File: src/rtl/alu_seq.sv
`default_nettype none
// ============================================================================
//  Module   : alu_seq
//  Purpose  : Four-state RV32 ALU sequencer driving an external combinational
//             ALU, with a 32 x 32 register file and single-cycle retire pulse.
//  Revision : 1.0 - initial release
// ============================================================================
module alu_seq (
    input  logic        clk,
    input  logic        rst_n,
    input  logic        in_valid,
    output logic        in_ready,
    input  logic [31:0] in_instr,
    output logic [31:0] alu_a,
    output logic [31:0] alu_b,
    output logic [2:0]  alu_op,
    input  logic [31:0] alu_res,
    output logic        wb_valid,
    output logic [4:0]  wb_rd,
    output logic [31:0] wb_data,
    output logic        illegal
);

    localparam logic [2:0] ALU_ADD  = 3'd0;
    localparam logic [2:0] ALU_SUB  = 3'd1;
    localparam logic [2:0] ALU_AND  = 3'd2;
    localparam logic [2:0] ALU_OR   = 3'd3;
    localparam logic [2:0] ALU_XOR  = 3'd4;
    localparam logic [2:0] ALU_SLT  = 3'd5;
    localparam logic [2:0] ALU_SLTU = 3'd6;
    localparam logic [2:0] ALU_MUL  = 3'd7;

    localparam logic [6:0] OPC_OP     = 7'b0110011;
    localparam logic [6:0] OPC_OP_IMM = 7'b0010011;

    localparam logic [1:0] S_IDLE = 2'd0;
    localparam logic [1:0] S_DEC  = 2'd1;
    localparam logic [1:0] S_EXEC = 2'd2;
    localparam logic [1:0] S_WB   = 2'd3;

    logic [1:0]  r_state;
    logic [1:0]  w_next_state;
    logic [31:0] r_instr;
    logic [31:0] r_alu_a;
    logic [31:0] r_alu_b;
    logic [2:0]  r_alu_op;
    logic        r_illegal;
    logic [31:0] r_result;
    logic [31:0] r_regs [32];

    logic [6:0]  w_opcode;
    logic [4:0]  w_rd;
    logic [2:0]  w_funct3;
    logic [4:0]  w_rs1;
    logic [4:0]  w_rs2;
    logic [6:0]  w_funct7;
    logic [31:0] w_imm;
    logic [31:0] w_rs1_val;
    logic [31:0] w_rs2_val;
    logic        w_f3_ok;
    logic [2:0]  w_f3_op;
    logic        w_legal;
    logic        w_use_imm;
    logic [2:0]  w_op;

    assign w_opcode  = r_instr[6:0];
    assign w_rd      = r_instr[11:7];
    assign w_funct3  = r_instr[14:12];
    assign w_rs1     = r_instr[19:15];
    assign w_rs2     = r_instr[24:20];
    assign w_funct7  = r_instr[31:25];
    assign w_imm     = {{20{r_instr[31]}}, r_instr[31:20]};
    assign w_rs1_val = (w_rs1 == 5'd0) ? 32'd0 : r_regs[w_rs1];
    assign w_rs2_val = (w_rs2 == 5'd0) ? 32'd0 : r_regs[w_rs2];

    // funct3 mapping shared by OP (funct7=0) and OP-IMM
    always_comb begin
        w_f3_ok = 1'b1;
        w_f3_op = ALU_ADD;
        case (w_funct3)
            3'b000:  w_f3_op = ALU_ADD;
            3'b100:  w_f3_op = ALU_XOR;
            3'b110:  w_f3_op = ALU_OR;
            3'b111:  w_f3_op = ALU_AND;
            3'b010:  w_f3_op = ALU_SLT;
            3'b011:  w_f3_op = ALU_SLTU;
            default: w_f3_ok = 1'b0;
        endcase
    end

    always_comb begin
        w_legal   = 1'b0;
        w_use_imm = 1'b0;
        w_op      = ALU_ADD;
        if (w_opcode == OPC_OP) begin
            if (w_funct7 == 7'b0000000) begin
                w_legal = w_f3_ok;
                w_op    = w_f3_op;
            end else if (w_funct7 == 7'b0100000 && w_funct3 == 3'b000) begin
                w_legal = 1'b1;
                w_op    = ALU_SUB;
            end else if (w_funct7 == 7'b0000001 && w_funct3 == 3'b000) begin
                w_legal = 1'b1;
                w_op    = ALU_MUL;
            end
        end else if (w_opcode == OPC_OP_IMM) begin
            w_legal   = w_f3_ok;
            w_op      = w_f3_op;
            w_use_imm = 1'b1;
        end
    end

    always_ff @(posedge clk or negedge rst_n) begin
        if (!rst_n) begin
            r_state <= S_IDLE;
        end else begin
            r_state <= w_next_state;
        end
    end

    always_comb begin
        w_next_state = r_state;
        case (r_state)
            S_IDLE:  if (in_valid) w_next_state = S_DEC;
            S_DEC:   w_next_state = S_EXEC;
            S_EXEC:  w_next_state = S_WB;
            S_WB:    w_next_state = S_IDLE;
            default: w_next_state = S_IDLE;
        endcase
    end

    always_ff @(posedge clk or negedge rst_n) begin
        if (!rst_n) begin
            r_instr   <= 32'd0;
            r_alu_a   <= 32'd0;
            r_alu_b   <= 32'd0;
            r_alu_op  <= ALU_ADD;
            r_illegal <= 1'b0;
            r_result  <= 32'd0;
            for (int i = 0; i < 32; i++) r_regs[i] <= 32'd0;
        end else begin
            if (r_state == S_IDLE && in_valid) r_instr <= in_instr;
            if (r_state == S_DEC) begin
                r_alu_op  <= w_legal ? w_op : ALU_ADD;
                r_alu_a   <= w_legal ? w_rs1_val : 32'd0;
                r_alu_b   <= w_legal ? (w_use_imm ? w_imm : w_rs2_val) : 32'd0;
                r_illegal <= ~w_legal;
            end
            if (r_state == S_EXEC) r_result <= alu_res;
            if (r_state == S_WB && !r_illegal && w_rd != 5'd0) r_regs[w_rd] <= r_result;
        end
    end

    always_comb begin
        in_ready = (r_state == S_IDLE);
        wb_valid = (r_state == S_WB);
        illegal  = (r_state == S_WB) && r_illegal;
        wb_rd    = (r_state == S_WB) ? w_rd : 5'd0;
        wb_data  = (r_state == S_WB && !r_illegal) ? r_result : 32'd0;
    end

    assign alu_a  = r_alu_a;
    assign alu_b  = r_alu_b;
    assign alu_op = r_alu_op;

endmodule
`default_nettype wire

File: config.mk
export PLATFORM = sky130hd
export DESIGN_NAME = alu_seq
export DESIGN_NICKNAME = d
export VERILOG_FILES = /design/src/rtl/alu_seq.sv
export SDC_FILE = /design/constraint.sdc
export NUM_CORES = 2
export LEC_CHECK = 0
export CORE_ASPECT_RATIO = 1.2
export CORE_MARGIN = 3
export CORE_UTILIZATION = 40
export CTS_CLUSTER_SIZE = 12
export DETAILED_ROUTE_END_ITERATION = 16
export PLACE_DENSITY_LB_ADDON = 0.2
export SETUP_SLACK_MARGIN = 0.4
export SLEW_MARGIN = 20
export SYNTH_ARGS = -nofsm -noshare
export SYNTH_HDL_FRONTEND = slang
export SYNTH_SLANG_ARGS = --single-unit
export TNS_END_PERCENT = 30
File: constraint.sdc
create_clock -name clk -period 5.4 [get_ports clk]
set_input_delay 1.08 -clock clk [delete_from_list [all_inputs] [get_ports clk]]
set_output_delay 1.08 -clock clk [all_outputs]
set_load 0.01 [all_outputs]
[Word level (Yosys, flattened, before mapping)]
Cells that the tools add are included.
Word-level totals
  output and inout bits: 107
  input port bits: 67
  register bits after elaboration: 1158
  word-level logic and storage cells: 108
Cells by class
  multiplexer cells: 33
  bitwise logic cells: 4
  reduce and logical (&&, ||, !) cells: 15
  $lt $le $gt $ge: 4
  equal/unequal tests: 13
Operators by type and width (number)
  $bwmux 1024: 1
  $mux 32: 11
  $bmux 32 s5: 2
  $demux 32 s5: 1
  $ge 6x6->1 const B: 3
  $mux 3: 6
  $not 5->6: 3
  $pmux 3 s5: 1
  $eq 7x6->1 const B: 2
  $logic_not 5->1: 2
  $eq 3x3->1 const B: 3
  $mux 1: 8
  $pmux 2 s4: 1
  $eq 7x1->1 const B: 1
  $eq 7x5->1 const B: 1
  $logic_and 1x1->1: 7
  $logic_not 7->1: 1
  $eq 3x2->1 const B: 2
  $lt 6x1->1 const B: 1
  $reduce_or 6->1: 1
  $mux 5: 1
  $reduce_bool 5->1: 1
  $eq 2x2->1 const B: 2
  $logic_not 3->1: 1
  6 further kinds: 6

[Logic depth before layout (Yosys ltp)]
  depth after elaboration: 7
  gate-level depth with buffers: 9
  depth with buffers taken out: 7

[Least setup slack after synthesis]
No wires, ideal clock.
  path kind: reg2out
  from: reg r_state[0]
  to: out wb_data[0]
  arrival: 1.417 ns
  data required time: 4.320 ns
  path slack: 2.903 ns
  buffers on the path: 1
  cell stages (with the launch flop): 5
  cells stage by stage: dfrtp_1 > ha_1 > nor2b_1 > clkbuf_1 > and2_1
On the way
  word-level cells in the longest chain between the ends: 3
RTL lines
  start: declaration: RTL line 41  | logic [1:0] r_state;
  start signal: assignment: RTL line 117  | r_state <= w_next_state;
  $eq 2x2->1
  via wb_valid: RTL line 18  | output logic wb_valid,
  $logic_and 1x1->1: RTL line 159  | wb_data = (r_state == S_WB && !r_illegal) ? r_result : 32'd0;
  $mux 32: RTL line 159
  end: declaration: RTL line 20  | output logic [31:0] wb_data,
The timed path passes the listed nets, and every way through them passes these cells.

[Worst setup path in the final report]
  from: reg r_state[1]
  to: out wb_data[17]
On the way
  word-level cells in the longest chain between the ends: 3
RTL lines (RTL line)
  $eq 2x2->1: 159
  $logic_and 1x1->1: 159
  $mux 32: 159
No other way between the ends.

==> summary.md <==
| Metric | Value |
|---|---|
| Outcome | `finished clean` |
| Via count | `38600` |
| Pin count of the biggest net entering global routing | `118` |
| Worst path bufs/invs | `2` |
| Die height | `430 um` |
| Num CTS Buffers | `about 130` |
| Cts hold-fix bufs | `0` |
| Worst-Margin Slew | `around 1200 ps` |
| Final Hold Vio Count | `0` |
| Synth area leader | `dfrtp_1` |
| Area grow syn2layout | `13.8%` |
| Critical path class | `reg2out` |
| Critical Path RT | `around 4300 ps` |
| Vias per cell | `between 6 and 7` |
| Setup ws final | `820 ps` |
| Crit-path cells | `ha_1 > nor2b_4 > buf_4 > and2_1 > clkdlybuf4s50_1` |
| Sequential Power Share | `roughly a third` |
| CP Max Fanout | `18` |
| EDFF count, synth | `0` |
| Min cycle time layout | `between 4000 and 5000 ps` |
| Setup crit start kind | `flip-flop` |
| Layout cells sized above 1 | `a little under half` |
| CTS root buf | `clkbuf_16` |
| Routed len/inst | `around 33 um` |
| Number of global-route vias before repair | `40200` |
| Initial antenna violation count | `8` |
| P_leak | `about 0.031 uW` |
| Clock transition at the registers of the reported paths | `60 ps` |
| Nets | `roughly 4200` |
| Wirelength, routed | `around 200000 um` |
| Clock Sinks | `around 1200` |
| Resize count post-CTS | `0` |
| Depth of the CTS H-tree | `4` |
| RSZ-0062 raised after global routing | `false` |
| M1 WL | `approximately 85000 um` |
| Fill count | `around 13000` |
| DRT iter0 DRCs | `around 3300` |
| Maximum vdd drop | `415 uV` |
| Slowest-stage cell, CP | `nor2b_4` |
| Combinational group share of total power | `roughly 34%` |
| Setup Viol. Count Final | `0` |
| Core ar. | `149000 um2` |
| CP endpoint kind | `output port` |
| Synth Flop Type | `dfrtp_1` |
| Post-synthesis async set-or-reset flop share | `100%` |
| Utilization after layout | `a little under half` |
| Die Area | `approximately 150000 um2` |
| Final Cell Area | `approximately 70000 um2` |
| Post-synthesis sequential area ratio | `about 48%` |
| Die width | `about 360 um` |
| MaxCap Viol Count | `0` |
| Post-synthesis cell count | `4100` |
| Remaining antenna violation count | `0` |
| CTS tree | `yes` |
| Share of the synthesized area in the top cell type | `approximately half` |
| 1st-pass router iterations | `5` |
| Site Rows | `155` |
| Sw Pwr | `~12000 uW` |
| All-Layer GR Usage | `between 20% and 30%` |
| GRT overflow | `0` |
| Metal2 WL | `roughly 97000 um` |
| Synthesized cell area | `approximately 60000 um2` |
| Headroom to the max-slew limit | `22.7%` |
| Clk Latency, worst-skew pair | `780 ps` |
| Netlist cell types | `57` |
| Top layer in use | `met4` |
| Pwr Density | `between 400 and 500 nW/um2` |
| Most frequent cells in the layout | `dfrtp_1 (1148), mux2_2 (1077), mux4_2 (422), mux2i_1 (294), clkdlybuf4s50_1 (172)` |
| Syn Nets | `around 4200` |
| Setup Slack @ Placement | `about 1500 ps` |
| Starting Density | `40.3%` |
| Clock Skew | `about 22 ps` |
| CP max stage delay | `slightly below 700 ps` |
| Residual DRC | `0` |
| RePlAce Congestion | `between 0.7 and 0.8` |
| Post-DP HPWL | `between 100000 and 150000 um` |
| Ports | `174` |
| Hold WC Path Type | `in2async` |
| Internal power | `18400 uW` |
| Commonest non-fill, non-tap cell in the layout | `dfrtp_1` |
| FF+latch count, synth | `1158` |
| Clk buf depth | `3` |
| DP Area | `around 64000 um2` |
| CP Data Arrival Time | `about 3500 ps` |
| First-pass GRT wire length | `between 200000 and 300000 um` |
| Clock Power Share | `a little under a third` |
| Post-CTS Setup Repair Bufs | `0` |
| YS warnings | `0` |
| Avg Inst Size Synth | `roughly 15 um2` |
| Pwr Total | `approximately 30000 uW` |
| Critical path's top delay family | `buffers and inverters` |
| DR WL met3 | `between 10000 and 15000 um` |
| Fmax | `~0.22 GHz` |
| Net Sw Frac | `38.8%` |
| Max-slew violation count | `0` |
| Setup TNS | `0 ps` |
| PortBufs | `173` |
| Synth area leaders | `dfrtp_1 (48%), mux2_2 (20%), mux4_2 (16%)` |
| Final period utilization | `approximately 85%` |
==> final cells by class <==
type / instances / area (um2) / share of cell area, %
Multi-Input combinational cell: 2486 / 29300 / 42.9
Sequential cell: 1158 / 29000 / 42.5
Inverter: 11 / 45.0 / 0.0659
Tap cell: 1962 / 2450 / 3.59
Timing Repair Buffer: 317 / 3190 / 4.67
Antenna cell: 3 / 7.51 / 0.0110
Clock buffer: 192 / 3920 / 5.73
Clock inverter: 35 / 417 / 0.610
==> flip-flops by register name (all words and copies together), names as in the netlist <==
signal	flops
alu_a	32
alu_b	32
alu_op	3
r_illegal	1
r_instr	32
r_regs	1024
r_result	32
r_state	2
==> synthesized netlist by cell type, drive strengths merged, types with 21 or more instances <==
cell type  number
dfrtp        1158
mux2         1077
mux4          422
mux2i         294
clkbuf        249
buf           196
nor2          114
a221oi         85
o21ai          56
nor3           47
a211oi         41
and2           41
o22ai          37
a21oi          36
a211o          33
nand2          26
nor3b          24
nand2b         22
a22oi          21
o2bb2ai        21
==> per-layer routing <==
| metal | global-route usage [%] | vias to the layer above |
|---|---|---|
| met4 | 9.50 | 0 |
| met5 | 0 | - |
| met2 | 42.4 | 1307 |
| met3 | 4.33 | 352 |
| met1 | 34.8 | 21200 |
| li1 | - | 15700 |
==> final timing paths <==
path / startpoint / end / slack (ps) / cells past startpoint
setup / recovery: r_state[1]$_DFFE_PN0P_ / wb_data[17] / 820 / 5
hold / removal: rst_n / r_instr[24]$_DFFE_PN0P_ / 370 / 1
setup reg to reg: r_state[1]$_DFFE_PN0P_ / r_regs[532]$_DFFE_PN0P_ / 1530 / 6
hold reg to reg: r_regs[996]$_DFFE_PN0P_ / r_regs[996]$_DFFE_PN0P_ / 380 / 0
min in group clk: r_regs[996]$_DFFE_PN0P_ / r_regs[996]$_DFFE_PN0P_ / 380 / 0
max in group asynchronous: rst_n / r_result[26]$_DFFE_PN0P_ / 3720 / 2
==> worst register-to-register path, cell delays in order (launching register included) <==
cell and delay, ps:
dfrtp_1 400, ha_1 410, nor2b_4 690, nand3_1 470, nor2_4 980, buf_4 440, mux2_2 370
==> metrics by stage <==
step	hold WS [ps]	std cells
after detailed placement	365	5934
after global placement	366	5932
after CTS	378	6161
after floorplan	428	4100
after global routing	386	6162
final	375	6164
==> kinds of logic after synthesis <==
group / after synthesis / synth area share, %
multiplexers: 1793 / 40.9
AND/OR/NAND/NOR: 311 / 2.67
AO/OA/AOI/OAI: 377 / 4.70
flip-flops: 1158 / 48.3
XOR/XNOR: 1 / 0.0146
adder cells (fa/ha/maj): 4 / 0.0834
buffers and inverters: 456 / 3.33
==> power by group through the flow <==
stage / Sequential (uW) / Clock [uW] / Combinational, uW
after detailed placement: 10700 / 0 / 10300
after global routing: 10700 / 9650 / 10900
final: 10600 / 9130 / 10300
after global placement: 10700 / 0 / 10300
after CTS: 10600 / 9320 / 10400
after floorplan: 9710 / 0 / 7170
No activity file was read; power rests on OpenSTA's default activity.
